File: src/rtl/hit_judge.sv
// Rhythm-game judge: conditions the two buttons, grades notes in the judge column,
// and keeps saturating score/hit/miss counters for the display.
module hit_judge #(
  parameter logic [15:0] DEBOUNCE_CYCLES = 16'd50000,
  parameter logic [15:0] PERFECT_POINTS  = 16'd2,
  parameter logic [15:0] GOOD_POINTS     = 16'd1
) (
  input  logic        clk,
  input  logic        rst,
  input  logic        red_button,
  input  logic        blue_button,
  input  logic        note_R_judge,
  input  logic        note_B_judge,
  input  logic [2:0]  offset,
  input  logic        finish,
  output logic        delete,
  output logic [15:0] score,
  output logic [7:0]  hit_cnt,
  output logic [7:0]  miss_cnt,
  output logic [1:0]  judge_result,
  output logic        result_valid
);

  localparam int unsigned CNT_W = 16;

  typedef enum logic [1:0] {S_WAIT, S_NOTE, S_HELD, S_DONE} state_t;

  // Bit 0 is red, bit 1 is blue throughout.
  logic [1:0]       sync1, sync2, db, db_d;
  logic [CNT_W-1:0] db_cnt [2];
  logic [1:0]       press;

  state_t      state;
  logic        col;
  logic        note_present, cur_col;
  logic        hit_c, miss_c, perfect_c;
  logic [15:0] points_c;
  logic [16:0] sum_c;

  // Two-flop synchronizer and per-button debounce counter.
  always_ff @(posedge clk or negedge rst) begin
    if (!rst) begin
      sync1  <= '0;
      sync2  <= '0;
      db     <= '0;
      db_d   <= '0;
      db_cnt <= '{default: '0};
    end else begin
      sync1 <= {blue_button, red_button};
      sync2 <= sync1;
      db_d  <= db;
      for (int i = 0; i < 2; i++) begin
        if (sync2[i] != db[i]) begin
          if (db_cnt[i] >= DEBOUNCE_CYCLES - 16'd1) begin
            db[i]     <= sync2[i];
            db_cnt[i] <= '0;
          end else begin
            db_cnt[i] <= db_cnt[i] + 16'd1;
          end
        end else begin
          db_cnt[i] <= '0;
        end
      end
    end
  end

  assign press        = db & ~db_d;
  assign note_present = note_R_judge | note_B_judge;
  assign cur_col      = note_B_judge;
  assign perfect_c    = (offset >= 3'd2) && (offset <= 3'd4);
  assign points_c     = perfect_c ? PERFECT_POINTS : GOOD_POINTS;
  assign sum_c        = {1'b0, score} + {1'b0, points_c};

  // Grade decode; a colour change in NOTE takes precedence over any press.
  always_comb begin
    hit_c  = 1'b0;
    miss_c = 1'b0;
    if (!finish) begin
      case (state)
        S_WAIT: miss_c = |press;
        S_NOTE: begin
          if (!note_present)       miss_c = 1'b1;
          else if (cur_col != col) miss_c = 1'b1;
          else if (press[col])     hit_c  = 1'b1;
          else if (|press)         miss_c = 1'b1;
        end
        default: ;
      endcase
    end
  end

  always_ff @(posedge clk or negedge rst) begin
    if (!rst) begin
      state        <= S_WAIT;
      col          <= 1'b0;
      delete       <= 1'b0;
      score        <= '0;
      hit_cnt      <= '0;
      miss_cnt     <= '0;
      judge_result <= '0;
      result_valid <= 1'b0;
    end else begin
      delete       <= 1'b0;
      result_valid <= 1'b0;
      if (hit_c) begin
        delete       <= 1'b1;
        result_valid <= 1'b1;
        judge_result <= perfect_c ? 2'd1 : 2'd2;
        score        <= sum_c[16] ? 16'hFFFF : sum_c[15:0];
        if (hit_cnt != 8'hFF) hit_cnt <= hit_cnt + 8'd1;
      end
      if (miss_c) begin
        result_valid <= 1'b1;
        judge_result <= 2'd3;
        if (miss_cnt != 8'hFF) miss_cnt <= miss_cnt + 8'd1;
      end
      if (finish) begin
        state <= S_DONE;
      end else begin
        case (state)
          S_WAIT: begin
            if (note_present) begin
              state <= S_NOTE;
              col   <= cur_col;
            end
          end
          S_NOTE: begin
            if (!note_present)       state <= S_WAIT;
            else if (cur_col != col) col   <= cur_col;
            else if (|press)         state <= S_HELD;
          end
          S_HELD: begin
            if (!note_present) begin
              state <= S_WAIT;
            end else if (cur_col != col) begin
              col   <= cur_col;
              state <= S_NOTE;
            end
          end
          default: begin
            state        <= S_WAIT;
            score        <= '0;
            hit_cnt      <= '0;
            miss_cnt     <= '0;
            judge_result <= '0;
          end
        endcase
      end
    end
  end

endmodule

File: config.mk
export PLATFORM = sky130hd
export DESIGN_NAME = hit_judge
export DESIGN_NICKNAME = d
export VERILOG_FILES = /design/src/rtl/hit_judge.sv
export SDC_FILE = /design/constraint.sdc
export NUM_CORES = 1
export LEC_CHECK = 0
export CAP_MARGIN = 20
export CELL_PAD_IN_SITES_DETAIL_PLACEMENT = 2
export CELL_PAD_IN_SITES_GLOBAL_PLACEMENT = 2
export CORE_ASPECT_RATIO = 1.2
export CORE_MARGIN = 5
export CORE_UTILIZATION = 39
export DETAILED_ROUTE_END_ITERATION = 10
export PLACE_DENSITY_LB_ADDON = 0.1
export RECOVER_POWER = 25
export SLEW_MARGIN = 20
export SYNTH_ARGS = -nofsm -noshare
export SYNTH_HDL_FRONTEND = slang
export SYNTH_SLANG_ARGS = --single-unit
File: constraint.sdc
create_clock -name clk -period 3.9 [get_ports clk]
set_input_delay 0.39 -clock clk [delete_from_list [all_inputs] [get_ports clk]]
set_output_delay 0.39 -clock clk [all_outputs]
set_load 0.005 [all_outputs]
; Word level (Yosys, flattened, before mapping)
; Index checks and enable logic that the tools add are counted.
[totals]
latchBits = 0
mem_bits_ro = 0
mem_bits_rw = 0
input_bits = 10
regBits = 79
mem_count = 0
word_cells = 102
output_inout_bits = 36
[op_classes]
n_eq_ne = 14
n_reduce_logical = 10
n_div = 0
n_bitwise = 4
muxes = 49
multipliers = 0
n_lt_le_gt_ge = 5
n_shift = 0
n_addsub = 5
[op_table]
columns = op, count
row1 = 16-bit two-way mux, 8
row2 = 8-bit two-way mux, 8
row3 = "16-bit by 1-bit adder with 16-bit output, second input constant", 2
row4 = "16-bit greater-or-equal comparator, second input constant", 2
row5 = 2-bit two-way mux, 13
row6 = 16-bit by 2-bit adder with 17-bit output, 1
row7 = 1-bit two-way mux, 17
row8 = "8-bit by 1-bit adder with 8-bit output, second input constant", 2
row9 = "8-bit != test, second input constant", 2
row10 = "4-bit != test, second input constant", 3
row11 = 2-bit case mux with 3 select lines, 1
row12 = 5-bit AND reduction, 1
row13 = "2-bit by 1-bit != test with 1-bit output, second input constant", 2
row14 = 1-bit case mux with 2 select lines, 2
row15 = 2-bit AND reduction, 2
row16 = 4-bit AND reduction, 1
row17 = 2-bit OR reduction, 2
row18 = "3-bit by 2-bit greater-or-equal comparator with 1-bit output, second input constant", 1
row19 = "3-bit <= comparator, second input constant", 1
row20 = 1-bit != test, 3
row21 = "3-bit != test, second input constant", 1
row22 = 3-bit OR reduction, 1
row23 = 2-bit bitwise AND, 1
row24 = "2-bit by 1-bit equality test with 1-bit output, second input constant", 1
row25 = other kinds (9), 9

; Logic depth before layout (Yosys ltp)
; Gate-level depths: netlist (run 1).
[depth]
word_depth = 13
depth_mapped = 10
mapped_depth_nobuf = 10

; Least setup slack after synthesis (run 1)
; Ideal clock, no wire load.
[synth_timing]
path_type = input-to-reg
start = input offset[2]
end = register score[7]
n_path_buf = 0
setup_slack_ns = 1.378
stages = 9
arrival_ns = 2.422
path_cell_list = mux2i_1 > ha_1 > inv_1 > fa_1 > nand4b_1 > or4_4 > o21ai_0 > a21oi_1 > a311oi_1
[synth_via]
elab_chain_len = 8
[synth_rtl]
columns = item, line
row1 = start: declaration, 14  ; input logic [2:0] offset,
row2 = 3-bit by 2-bit greater-or-equal comparator with 1-bit output / 3-bit <= comparator (equally long branches), 70  ; assign perfect_c = (offset >= 3'd2) && (offset <= 3'd4);
row3 = 1-bit logical AND *, 70
row4 = 2-bit two-way mux *, 71  ; assign points_c = perfect_c ? PERFECT_POINTS : GOOD_POINTS;
row5 = 16-bit by 2-bit adder with 17-bit output *, 72  ; assign sum_c = {1'b0, score} + {1'b0, points_c};
row6 = 16-bit two-way mux *, 109  ; score <= sum_c[16] ? 16'hFFFF : sum_c[15:0];
row7 = 16-bit two-way mux *, 105  ; if (hit_c) begin
row8 = 16-bit two-way mux, 120  ; case (state)
row9 = 16-bit two-way mux *, 117  ; if (finish) begin
row10 = end signal: assignment, 109
row11 = end: declaration, 17  ; output logic [15:0] score,
; Every way passes the cells marked *; elsewhere a longest branch is shown, timed or not.
; A chain may end at the register's enable or synchronous reset.

; Worst setup path after layout (run 1)
[layout_timing]
start = input offset[1]
end = register score[5]
; Same word-level chain as after synthesis.

==> run_results.csv, run 1 <==
group,metric,value,unit
floorplanning,fp.dieArea,12680,um^2
grt,global_route_usage_over_all_layers,0.1833,
logic_synthesis,synth_top_cell_by_area,"sky130_fd_sc_hd__dfrtp_1",
timing,final_min_period_over_clock_period,0.7701,
worst_hold_path,worst_hold_startpoint,"sync1[1]",
logic_synthesis,syn_inst,416,
critical_path,startpoint,"offset[1]",
drt,initial_drc_count,51,
outcome,violations,"capacitance limit, slew limit",
cts,postCtsResizedCells,0,
logic_synthesis,dominantRegCellSynth,"sky130_fd_sc_hd__dfrtp_1",
grt,gr-total-overflow,0,
timing,timing_worst_slew_pin_value,1.997,ns
grt,global_route_wire_length_before_repair,18.92,mm
logic_synthesis,yosys_warn_count,0,
drt,viasPerCell,5.582,
logic_synthesis,synthArstFlopShare,1.000,
cts,clock_sink_count,79,
logic_synthesis,seq_area_frac_synth,0.4817,
cells_and_area,mostFrequentLayoutCells,"sky130_fd_sc_hd__dfrtp_1, sky130_fd_sc_hd__nor2_1, sky130_fd_sc_hd__clkdlybuf4s50_1",
grt,largest_net_degree_at_the_start_of_global_routing,80,
cells_and_area,layout-area-overhead-vs-synth,21.65,%
logic_synthesis,post_synthesis_cell_area,4104,um^2
logic_synthesis,ranking_of_synthesized_cells_by_area,"sky130_fd_sc_hd__dfrtp_1, sky130_fd_sc_hd__xnor2_1, sky130_fd_sc_hd__nor2_1",
drt,route.detailed.drc,0,
placed_design,numPortBuffers,45,
critical_path,critical_path.cell_chain,"clkdlybuf4s50_1 -> nor2_1 -> mux2i_1 -> ha_1 -> inv_1 -> fa_1 -> nand4b_1 -> or4_4 -> o21ai_0 -> a21oi_1 -> a311oi_1",
logic_synthesis,synth.distinct_cells,59,
cts,clkTransAtPathRegs,0.06,ns
cells_and_area,stdcell_count,598,
placed_design,placed_cells_incl_taps,582,
grt,via_count_of_the_first_global_routing_pass,3778,
timing,slew_headroom,-0.3310,
cts,clock_tree.buffer_depth,2,
logic_synthesis,synth.net_count,437,
floorplanning,die_w,103.6,um
floorplanning,die_height,122.4,um
critical_path,r2r-start,"score[0]",
cts,htree_levels,3,
floorplanning,pin_count,46,
critical_path,timing.critical_path.from_type,"input port",
power_and_ir_drop,ir_worst_vdd,0.1919,mV
cts,cts.hold.buffers_added,0,
cells_and_area,final_layout_size_suffix_gt1_frac,0.08529,
logic_synthesis,post_synth.cell_area_avg,9.865,um^2
timing,fin_setup_tns,0,ns
critical_path,critical_path_required,4.14,ns
timing,final_hold_viol_count,0,
timing,post-route-min-period,3.003,ns
floorplanning,rows,41,
drt,vias,3338,
worst_hold_path,hold_path_class,"reg -> reg",
placed_design,gpl.final_weighted_congestion,0.7496,
cts,cts_root_buf,"sky130_fd_sc_hd__clkbuf_16",
critical_path,slowest_delay,0.53,ns
drt,pre_antenna_drt_iters,4,
timing,maxSlewViolCount,80,
critical_path,cp-end-kind,"flip-flop",
drt,route.detailed.wl_per_inst,18.62,um
floorplanning,starting_density,0.3941,
power_and_ir_drop,leakage_power,2.050,nW
logic_synthesis,synth.ff_latch_count,79,
timing,timing.clock.skew,0.008000,ns
timing,fmax,333.0,MHz
cells_and_area,nets,485,
drt,drtAntennaViolNets,0,
cts,cts_made_buffers,9,
cells_and_area,final_common_cell,"sky130_fd_sc_hd__dfrtp_1",
logic_synthesis,synth_edf_count,0,
critical_path,crit_slowest_cell,"sky130_fd_sc_hd__or4_4",
critical_path,worst-endpoint-arrival,3.24,ns
timing,finalSetupViolations,0,
flow_run,max_cap_viol_count,1,
power_and_ir_drop,power.density,399.3,nW/um^2
timing,grt_setup_unrepaired,"false",
grt,antenna_found_initial,0,
cts,postCtsSetupBuffers,0,
cts,clock_tree_from_tritoncts,"built",
placed_design,post-dp-hpwl,7.803,mm
drt,drt_wl_total,11.14,mm
outcome,status,"complete, but fails checks",
critical_path,setup.worst_path.class,"in -> reg",
cells_and_area,antenna_cells,0,
critical_path,crit_fanout,4,
logic_synthesis,synth_largest_type_area_fraction,0.4817,
cts,clkLatencyLatePin,0.34,ns
floorplanning,core-area,10410,um^2
## state kept, by name, indices dropped and copies added (netlist names)
signal	count
col	1
delete	1
sync2	2
miss_cnt	8
hit_cnt	8
state	2
result_valid	1
score	16
db	2
db_d	2
db_cnt	32
judge_result	2
sync1	2
## stage by stage
| stage | setup WS (ns) | hold WS [ns] | total power, W | util | cell area [um^2] |
|---|---|---|---|---|---|
| floorplan | 1.378 | 0.09441 | 0.0009935 | - | 4104 |
| global placement | 0.6781 | 0.3352 | 0.001081 | 0.4480 | 4666 |
| detailed placement | 0.5745 | 0.3419 | 0.001092 | 0.4480 | 4666 |
| CTS | 0.8584 | 0.2773 | 0.002022 | 0.4790 | 4989 |
| global route | 0.6558 | 0.3535 | 0.002086 | 0.4794 | 4992 |
| finish | 0.8966 | 0.3486 | 0.001993 | 0.4794 | 4992 |
## where the power goes
| group | switching (W) | internal (W) |
|---|---|---|
| registers | 0.0000317 | 0.000849 |
| clock network | 0.000345 | 0.000576 |
| logic | 0.000111 | 0.0000804 |
| total | 0.000488 | 0.00151 |
## critical path: cells and delay by family
family          cells  cell delay (ns)
mux                 1             0.36
buf+inv             2             0.53
fa+ha+maj           2             0.67
compound gates      3             0.47
simple gates        3             0.80
## logic make-up (layout without fill, tap and decap cells)
| group | Yosys count | after routing | share of synthesized area |
|---|---|---|---|
| xor+xnor | 37 | 37 | 0.07896 |
| mux | 4 | 4 | 0.01037 |
| fa+ha+maj | 11 | 11 | 0.03537 |
| flops | 79 | 79 | 0.4817 |
| compound gates | 70 | 70 | 0.1116 |
| simple gates | 191 | 191 | 0.2534 |
| buf+inv | 24 | 77 | 0.02866 |
## per-layer routing
metal	routed length, um	global-route usage
met1	4574	0.2056
met4	177	0.07055
met5	0	0
met2	6071	0.3417
met3	312	0.03630
## worst paths after layout
kind | to | slack, ns | depth (start not counted)
worst max register to register | score[5] | 1.53 | 8
worst min register to register | sync2[1] | 0.35 | 0
min in group asynchronous | miss_cnt[6] | 0.58 | 1
worst min-delay path | sync2[1] | 0.35 | 0
max in group asynchronous | sync2[0] | 2.11 | 1
worst max-delay path | score[5] | 0.90 | 11
## final cells by class
type	count	area [um^2]
Tap cell	129	161.4
Clock buffer	10	239.0
Inverter	14	52.55
Clock inverter	6	83.83
Fill cell	1097	5421
Timing Repair Buffer	47	460.4
Sequential cell	79	1977
Multi-Input combinational cell	313	2018
## synth_stat cells, types with 6 or more instances
cell and count:
sky130_fd_sc_hd__xor2_1 13, sky130_fd_sc_hd__xnor2_1 24, sky130_fd_sc_hd__ha_1 10, sky130_fd_sc_hd__nand2_1 29, sky130_fd_sc_hd__nand3_1 20, sky130_fd_sc_hd__nor2_1 53, sky130_fd_sc_hd__dfrtp_1 79, sky130_fd_sc_hd__nand4_1 9
sky130_fd_sc_hd__and3_1 12, sky130_fd_sc_hd__nor2b_1 6, sky130_fd_sc_hd__inv_1 13, sky130_fd_sc_hd__nor3_1 15, sky130_fd_sc_hd__o21ai_0 16, sky130_fd_sc_hd__a21oi_1 22, sky130_fd_sc_hd__nor2_4 7
(Power assumes the default switching activity.)
==> run 2: changes to the inputs <==
- CORE_UTILIZATION: 39 -> 32
- clock period: 3.9 -> 2.45 ns (I/O delays scaled with it)
==> run 2 against run 1 <==
Compared with the run above: design area grew 4.7%; clock power grew 60%; total power grew 60%; critical endpoint is now score[3]; the flow now finishes without violations; highest routed layer unchanged; die area grew 20%; combinational power grew 66%.
==> run_results.csv, run 2 (synthesized netlist as in run 1, its figures left out) <==
group,metric,value,unit
drt,viasPerCell,5.145,
floorplanning,rows,45,
cts,clock_tree.buffer_depth,2,
timing,finalSetupViolations,0,
cells_and_area,layout-area-overhead-vs-synth,27.32,%
placed_design,dp_worst_setup_slack,-0.4317,ns
drt,route.detailed.drc,0,
power_and_ir_drop,power.density,610.1,nW/um^2
grt,antenna_found_initial,0,
cells_and_area,layout.area.seq,1977,um^2
grt,via_count_of_the_first_global_routing_pass,3803,
drt,route.detailed.wl_per_inst,16.80,um
power_and_ir_drop,sw_frac_of_total,0.2441,
critical_path,crit_fanout,3,
critical_path,timing.critical_path.from_type,"input port",
floorplanning,fp.dieArea,15200,um^2
outcome,status,"completed",
cts,htree_levels,3,
timing,slew_headroom,0.3542,
cells_and_area,final_common_cell,"sky130_fd_sc_hd__dfrtp_1",
critical_path,critical_path_required,2.73,ns
placed_design,numPortBuffers,45,
timing,final_min_period_over_clock_period,0.9260,
floorplanning,pin_count,46,
cts,cts_made_buffers,9,
cells_and_area,multi_input_gate_area_in_the_final_layout,2032,um^2
cells_and_area,mostFrequentLayoutCells,"sky130_fd_sc_hd__dfrtp_1, sky130_fd_sc_hd__nor2_1, sky130_fd_sc_hd__clkdlybuf4s50_1",
grt,largest_net_degree_at_the_start_of_global_routing,44,
cells_and_area,largest_register_ffs,32,
drt,initial_drc_count,81,
placed_design,dpl_cell_area,4857,um^2
critical_path,critical_path.cell_chain,"dlymetal6s2s_1 -> nor2_1 -> mux2i_1 -> buf_4 -> buf_4 -> buf_4 -> fa_2 -> nand4b_1 -> or4_4 -> buf_4 -> a21oi_2 -> o221a_2",
cells_and_area,final_layout_size_suffix_gt1_frac,0.1344,
power_and_ir_drop,p_int,0.002410,W
worst_hold_path,hold_path_class,"reg -> reg",
power_and_ir_drop,p_clk_frac,0.461,
timing,grt_setup_unrepaired,"false",
placed_design,post-dp-hpwl,7.785,mm
drt,vias,3370,
power_and_ir_drop,ir_worst_vdd,0.3512,mV
floorplanning,core-area,12610,um^2
drt,pre_antenna_drt_iters,4,
power_and_ir_drop,leakage_power,2.183,nW
grt,gr-total-overflow,0,
drt,drtAntennaViolNets,0,
cells_and_area,largestRegisters,"db_cnt x32, score x16",
cts,clock_tree_from_tritoncts,"built",
cells_and_area,largest-register,"db_cnt",
power_and_ir_drop,sequential_share_of_power,0.439,
cells_and_area,nets,507,
timing,post-route-worst-setup-slack,0.1812,ns
grt,global_route_wire_length_before_repair,18.78,mm
critical_path,setup.worst_path.class,"in -> reg",
critical_path,crit_slowest_cell,"sky130_fd_sc_hd__or4_4",
floorplanning,starting_density,0.3254,
timing,timing.clock.skew,0.006845,ns
critical_path,slowest_delay,0.56,ns
critical_path,cp-end-kind,"flip-flop",
cts,clkTransAtPathRegs,0.06,ns
flow_run,max_cap_viol_count,0,
timing,maxSlewViolCount,0,
cts,clkLatencyLatePin,0.34,ns
timing,post-route-min-period,2.269,ns
drt,drt_wl_total,11.01,mm
cts,cts_root_buf,"sky130_fd_sc_hd__clkbuf_16",
timing,timing_worst_slew_pin_value,0.9688,ns
placed_design,gpl.final_weighted_congestion,0.7635,
timing,final_hold_viol_count,0,
timing,fmax,440.8,MHz
cts,clock_sink_count,79,
floorplanning,die_height,134.1,um
power_and_ir_drop,power_dissipated_by_switching_net_loads,0.0007781,W
floorplanning,die_w,113.4,um
cells_and_area,antenna_cells,0,
cells_and_area,fillCellCount,1379,
grt,global_route_usage_over_all_layers,0.1511,
critical_path,worst-endpoint-arrival,2.55,ns
cells_and_area,layout.cell_area.non_filler,5225,um^2
power_and_ir_drop,pwr-share-comb,0.100,
critical_path,cpMostUsedCell,"sky130_fd_sc_hd__buf_4",
-- run 2: cell count changes in the layout (fill, tap and decap cells not counted), moves of 2 or more --
cell and delta:
sky130_fd_sc_hd__o21ai_0 -2, sky130_fd_sc_hd__clkdlybuf4s50_1 -3, sky130_fd_sc_hd__dlymetal6s2s_1 +3, sky130_fd_sc_hd__a21oi_1 -2, sky130_fd_sc_hd__buf_4 +20, sky130_fd_sc_hd__a21oi_2 +2
-- run 2: cell type report --
| type | count | share of cell area |
|---|---|---|
| Inverter | 14 | 0.01006 |
| Multi-Input combinational cell | 313 | 0.3889 |
| Tap cell | 164 | 0.03927 |
| Sequential cell | 79 | 0.3784 |
| Clock buffer | 10 | 0.04574 |
| Timing Repair Buffer | 69 | 0.1216 |
| Clock inverter | 6 | 0.01604 |
-- run 2: path summary, 6_finish.rpt --
check	startpoint	end	slack, ns	cells past startpoint
setup / recovery	offset[1]	score[3]	0.18	12
max in group asynchronous	rst	db_cnt[27]	0.62	3
hold / removal	sync1[0]	sync2[0]	0.36	0
setup reg to reg	score[0]	score[3]	0.18	8
min in group asynchronous	rst	miss_cnt[3]	0.59	2
hold reg to reg	sync1[0]	sync2[0]	0.36	0
-- run 2: stage by stage --
step | hold slack, ns | TNS [ns] | utilization | power, W | std cells
floorplan | -0.05059 | 0 | - | 0.001582 | 416
global placement | 0.2574 | -3.648 | 0.3851 | 0.001739 | 635
detailed placement | 0.2659 | -4.622 | 0.3851 | 0.001751 | 635
CTS | 0.3466 | 0 | 0.4125 | 0.003243 | 653
global route | 0.3800 | 0 | 0.4143 | 0.003347 | 655
finish | 0.3610 | 0 | 0.4143 | 0.003188 | 655
-- run 2: critical path: cells and delay by family --
family,cells,cell delay (ns)
AND/OR/NAND/NOR,3,0.85
buffers and inverters,5,0.69
adder cells (fa/ha/maj),1,0.35
AO/OA/AOI/OAI,2,0.30
multiplexers,1,0.11
-- run 2: metal layers --
layer  part of all wire  vias to the layer above  GRT usage
met2               0.52                       38     0.2688
met4              0.014                        0    0.05478
met3              0.034                       11    0.03565
met5                  0                        -          0
met1               0.43                     1706     0.1760
li1                   -                     1615          -
-- run 2: timing repair --
action / CTS / global route
resized for setup: 2 / 10
pin swaps: 3 / 7
setup endpoints to repair: 2 / 14
hold buffers: 1 / 0
buffers inserted: 1 / 2
hold endpoints to repair: 36 / 0
-- run 2: power groups by stage --
stage               sequential, W  combinational (W)  clock (W)
floorplan                 0.00141           0.000167          0
global placement          0.00142           0.000316          0
detailed placement        0.00142           0.000327          0
CTS                       0.00140           0.000332    0.00151
global route              0.00141           0.000360    0.00158
finish                    0.00140           0.000319    0.00147
